--- config.mk ---
export PLATFORM = sky130hd
export DESIGN_NAME = ldpc_frame_buffer_ctrl
export DESIGN_NICKNAME = d
export VERILOG_FILES = /design/src/rtl/ldpc_frame_buffer_ctrl.sv
export SDC_FILE = /design/constraint.sdc
export NUM_CORES = 1
export LEC_CHECK = 0
export CORE_MARGIN = 3
export CORE_UTILIZATION = 49
export CTS_CLUSTER_DIAMETER = 60
export DETAILED_ROUTE_END_ITERATION = 8
export PLACE_DENSITY = 0.77
export RECOVER_POWER = 25
export SLEW_MARGIN = 20
export SYNTH_ARGS = -nofsm -noshare
export SYNTH_HDL_FRONTEND = slang
export SYNTH_SLANG_ARGS = --single-unit
--- constraint.sdc ---
create_clock -name clk -period 3 [get_ports clk]
set_clock_uncertainty 0.05 [all_clocks]
set_input_delay 0.6 -clock clk [delete_from_list [all_inputs] [get_ports clk]]
set_output_delay 0.6 -clock clk [all_outputs]
set_load 0.02 [all_outputs]
--- src/rtl/ldpc_frame_buffer_ctrl.sv ---
// ldpc_frame_buffer_ctrl
//   Sits in front of a single-port, synchronous-read RAM and owns all of its
//   ports. One LLR frame of FRAME_LEN words is written to addresses
//   0..FRAME_LEN-1 from the input stream. The frame is then read back in
//   address order onto the output stream. A 2-entry skid FIFO covers the
//   RAM's one-cycle read latency, so output backpressure never drops or
//   repeats a word.
//
// Ports
//   clk, rst         : clock and synchronous active-high reset
//   in_valid/ready   : input stream handshake; in_data is the word
//   out_valid/ready  : output stream handshake; out_data is the FIFO head
//   frame_done       : one-cycle pulse after the last word of a frame pops
//   ram_cs, ram_we   : RAM chip select / write enable (combinational)
//   ram_address      : RAM address (combinational)
//   ram_data_in      : RAM write data (combinational)
//   ram_data_out     : RAM read data, valid the cycle after a read issues
module ldpc_frame_buffer_ctrl #(
    parameter int DATA_WIDTH = 8,
    parameter int ADDR_WIDTH = 8,
    parameter int FRAME_LEN  = 256
) (
    input  logic                  clk,
    input  logic                  rst,
    input  logic                  in_valid,
    output logic                  in_ready,
    input  logic [DATA_WIDTH-1:0] in_data,
    output logic                  out_valid,
    input  logic                  out_ready,
    output logic [DATA_WIDTH-1:0] out_data,
    output logic                  frame_done,
    output logic                  ram_cs,
    output logic                  ram_we,
    output logic [ADDR_WIDTH-1:0] ram_address,
    output logic [DATA_WIDTH-1:0] ram_data_in,
    input  logic [DATA_WIDTH-1:0] ram_data_out
);

    // FRAME_LEN = 2**ADDR_WIDTH truncates to all-ones, so pointers wrap cleanly.
    localparam logic [ADDR_WIDTH-1:0] LAST_ADDR = ADDR_WIDTH'(FRAME_LEN - 1);
    localparam logic [ADDR_WIDTH-1:0] ADDR_ONE  = ADDR_WIDTH'(1);

    typedef enum logic [1:0] {
        FILL  = 2'd0,
        DRAIN = 2'd1,
        FLUSH = 2'd2
    } state_t;

    state_t state, state_next;

    logic [ADDR_WIDTH-1:0] wr_ptr;
    logic [ADDR_WIDTH-1:0] rd_ptr;
    logic [ADDR_WIDTH-1:0] pop_cnt;
    logic                  rd_inflight;
    logic                  tail_valid;
    logic [DATA_WIDTH-1:0] tail_data;

    logic       wr_fire;
    logic       rd_fire;
    logic       pop;
    logic       push;
    logic [1:0] occupancy;

    // NOTE: every signal driven here is given a default first, so no path
    // leaves it unassigned and no latch is inferred.
    always_comb begin
        pop       = out_valid && out_ready;
        push      = rd_inflight;
        // Words already committed to the output path: FIFO entries plus the
        // read whose data arrives at the next edge.
        occupancy = {1'b0, out_valid} + {1'b0, tail_valid} + {1'b0, rd_inflight};

        in_ready  = !rst && (state == FILL);
        wr_fire   = in_valid && in_ready;
        // Issue only if the word still fits after this cycle's pop.
        rd_fire   = !rst && (state == DRAIN) && (occupancy <= ({1'b0, pop} + 2'd1));

        ram_cs      = wr_fire || rd_fire;
        ram_we      = wr_fire;
        ram_address = '0;
        ram_data_in = '0;
        if (wr_fire) begin
            ram_address = wr_ptr;
            ram_data_in = in_data;
        end else if (rd_fire) begin
            ram_address = rd_ptr;
        end
    end

    always_comb begin
        state_next = state;
        case (state)
            FILL:    if (wr_fire && (wr_ptr == LAST_ADDR)) state_next = DRAIN;
            DRAIN:   if (rd_fire && (rd_ptr == LAST_ADDR)) state_next = FLUSH;
            // Leave once the final pop empties the pipe; FILL starts next cycle.
            FLUSH:   if (occupancy == {1'b0, pop})          state_next = FILL;
            default: state_next = FILL;
        endcase
    end

    // NOTE: sequential state uses non-blocking assignments so every register
    // samples pre-edge values regardless of statement order.
    always_ff @(posedge clk) begin
        if (rst) state <= FILL;
        else     state <= state_next;
    end

    always_ff @(posedge clk) begin
        if (rst) begin
            wr_ptr      <= '0;
            rd_ptr      <= '0;
            pop_cnt     <= '0;
            rd_inflight <= 1'b0;
            out_valid   <= 1'b0;
            out_data    <= '0;
            tail_valid  <= 1'b0;
            frame_done  <= 1'b0;
        end else begin
            if (wr_fire) wr_ptr <= (wr_ptr == LAST_ADDR) ? '0 : wr_ptr + ADDR_ONE;
            if (rd_fire) rd_ptr <= (rd_ptr == LAST_ADDR) ? '0 : rd_ptr + ADDR_ONE;
            rd_inflight <= rd_fire;

            frame_done <= pop && (pop_cnt == LAST_ADDR);
            if (pop) pop_cnt <= (pop_cnt == LAST_ADDR) ? '0 : pop_cnt + ADDR_ONE;

            // Head register is out_data; tail catches a word that arrives while
            // the head is stalled.
            if (pop) begin
                if (tail_valid) begin
                    out_data   <= tail_data;
                    tail_valid <= push;
                end else begin
                    out_valid <= push;
                    if (push) out_data <= ram_data_out;
                end
            end else if (push) begin
                if (!out_valid) begin
                    out_valid <= 1'b1;
                    out_data  <= ram_data_out;
                end else begin
                    tail_valid <= 1'b1;
                end
            end
        end
    end

    // NOTE: tail_data is storage only; tail_valid qualifies it, so it carries
    // no reset.
    always_ff @(posedge clk) begin
        if (push && ((pop && tail_valid) || (!pop && out_valid))) tail_data <= ram_data_out;
    end

endmodule

==> flow_summary.yaml, run 1 <==
clock_network:
  tritoncts: "done"
  cts.sinks: 46
  clk_path_buf_depth: 2
  htree_levels: 2
  cts-root-buf: "clkbuf_8"
  postCtsHoldBufs: 0
  cts_buffers: 5
  clkTransAtPathRegs_ps: 90
  clk_latency_ps: 290
synthesis:
  yosysMostFrequentCell: "dfxtp_1"
  synth_edf_count: 8
  synth_cell_types: 43
  ys_warn_count: 0
  syn_avg_cell_area_um2: 9.42
  netlist_area_um2: 2180
  seq_area_frac_synth: 0.460
  yosys.area.top_type_share: 0.349
  synth_area_leader_cell: "dfxtp_1"
  synth_ff_type: "dfxtp_1"
  yosys-top-cells-area: "dfxtp_1, edfxtp_1, nor2_1"
  syn_inst: 231
  syn-num-nets: 257
  synth-seq-cells: 46
  async_flop_share: 0
  synth_common_cells: "dfxtp_1, nor2_1, nand2_1"
grt:
  first_global_vias: 1666
  grt_overflow: 0
  track_usage: 0.196
  antenna_found_initial: 0
  grt_max_degree: 19
  grt_first_pass_wirelength_um: 8070
routing:
  drcViolationCount: 0
  num_vias: 1869
  routedWlPerCell_um: 14.2
  vias_per_cell: 5.43
  drt_iter0_markers: 108
  drtAntennaViolNets: 0
  routed_wl_um: 4880
  firstDrtPassIters: 4
timing:
  clock.fmax_ghz: 0.342
  fin_crit_ps: 2920
  finalSetupTns_ps: 0
  drv_slew: 0
  finalHoldViolCount: 0
  fin_ws_ps: 77.8
  period_share: 0.974
  relSlewSlack: 0.457
  finalSetupViolCount: 0
  whs_ps: 427
  tightest_slew_ps: 815
power:
  powerDensity_nw_per_um2: 369
  power_mw: 1.08
  leakagePower_nw: 1.22
  ir_drop_mv: 0.336
cells_and_area:
  diodes: 0
  nFillCells: 344
  stdcell_count: 344
  layout.nets: 319
  drive_gt1_frac: 0.228
  syn_to_final_growth_pct: 34.4
  final_util: 0.706
  fin_area_um2: 2930
placed_design:
  dp_hpwl_um: 3660
  numPlacedInstances: 335
  dpl-instance-area_um2: 2880
  port_buffers: 48
  gp_congestion: 0.848
  dpl_worst_slack_ps: -610
critical_path:
  arrival_ps: 2270
  critical_path.startpoint_type: "flop"
  cp-end-kind: "primary output"
  critPathRequiredTime_ps: 2350
  worstPathMaxFanout: 9
  critPathKind: "flop to primary output"
die:
  die_w_um: 72.7
  initial_core_util: 0.525
  coreArea_um2: 4140
  chipHeight_um: 72.7
  io-pin-count: 49
  fp-row-count: 23
  die_area_um2: 5280
flow_run:
  drv_cap: 0
worst_hold_path:
  hp-class: "flop to flop"
status:
  status: "finished, final reports clean"
[what timing repair did]
action / in CTS / in global routing
gates cloned: 0 / 0
endpoints found under the setup margin: 18 / 17
pin swaps: 4 / 0
buffers inserted: 1 / 0
gates resized for setup: 57 / 21
[sequential cells by signal (all words and copies together) (netlist names)]
name / count
rd_ptr: 8
pop_cnt: 8
tail_data: 8
state: 2
out_data: 8
out_valid: 1
tail_valid: 1
frame_done: 1
push: 1
wr_ptr: 8
[power by group]
group | internal, mW | total (mW) | switching, mW
logic | 0.0428 | 0.0838 | 0.0410
registers | 0.630 | 0.637 | 0.00657
clock network | 0.165 | 0.359 | 0.194
total | 0.838 | 1.08 | 0.242
[placed cells by master (no fill, tap or decap), drive strengths merged, types with 2 or more instances in the layout]
cell / count
edfxtp: 8
nand3: 10
or3: 2
and2: 8
or4b: 2
clkbuf: 16
nor2: 27
a211oi: 10
buf: 28
nor2b: 2
nand4: 4
dlygate4sd2: 2
nand2: 15
a21oi: 9
and4: 2
dfxtp: 38
o311ai: 2
o211ai: 2
o32ai: 2
a22o: 8
nor3: 4
ha: 5
mux2i: 8
dlygate4sd3: 8
o21ai: 8
inv: 11
clkdlybuf4s50: 21
xnor2: 5
xor2: 8
o31ai: 2
and3: 6
[worst max-delay path, cell delays in order, from the launching register on]
cell and delay [ps]:
dfxtp_2 330, inv_1 100, fa_2 450, ha_1 220
nor2b_4 120, a2bb2oi_2 160, or2_4 170, inv_8 50
a22o_4 210, buf_4 160
[per-layer routing]
layer / up-vias / wire length [um] / GRT usage
li1: 956 / - / -
met1: 870 / 2420 / 0.288
met2: 39 / 2200 / 0.291
met3: 4 / 206 / 0.0441
met4: 0 / 46 / 0.0512
met5: - / 0 / 0
[cell type report]
type / instances / area [um^2] / area share
Multi-Input combinational cell: 161 / 1170 / 0.399
Sequential cell: 46 / 1000 / 0.343
Timing Repair Buffer: 68 / 559 / 0.191
Clock buffer: 7 / 76.3 / 0.0261
Tap cell: 50 / 62.6 / 0.0214
Inverter: 11 / 48.8 / 0.0167
Clock inverter: 1 / 7.51 / 0.00257
[kinds of logic after synthesis]
logic type               count (synthesis)  synth area share
AO/OA/AOI/OAI                           48             0.156
XOR/XNOR                                13            0.0523
adder cells (fa/ha/maj)                  6            0.0379
buffers and inverters                   24            0.0511
flip-flops                              46             0.460
multiplexers                             9            0.0420
AND/OR/NAND/NOR                         85             0.201
[worst paths after layout]
| kind | end | cells after the start | from | slack [ps] |
|---|---|---|---|---|
| setup / recovery | ram_address[3] | 9 | tail_valid | 80 |
| hold / removal | pop_cnt[1] | 2 | pop_cnt[1] | 430 |
| setup reg to reg | rd_ptr[6] | 9 | out_valid | 660 |
| hold reg to reg | pop_cnt[1] | 2 | pop_cnt[1] | 430 |
Power figures use the tool's default switching activity.
==> run 2: changes to the inputs <==
--- a/config.mk
+++ b/config.mk
@@ -9,6 +9,7 @@
 export CORE_UTILIZATION = 49
 export CTS_CLUSTER_DIAMETER = 60
 export DETAILED_ROUTE_END_ITERATION = 8
+export GPL_ROUTABILITY_DRIVEN = 1
 export PLACE_DENSITY = 0.77
 export RECOVER_POWER = 25
 export SLEW_MARGIN = 20
==> results of run 2 <==
Final layout, timing and power as in run 1 (identical DEF).
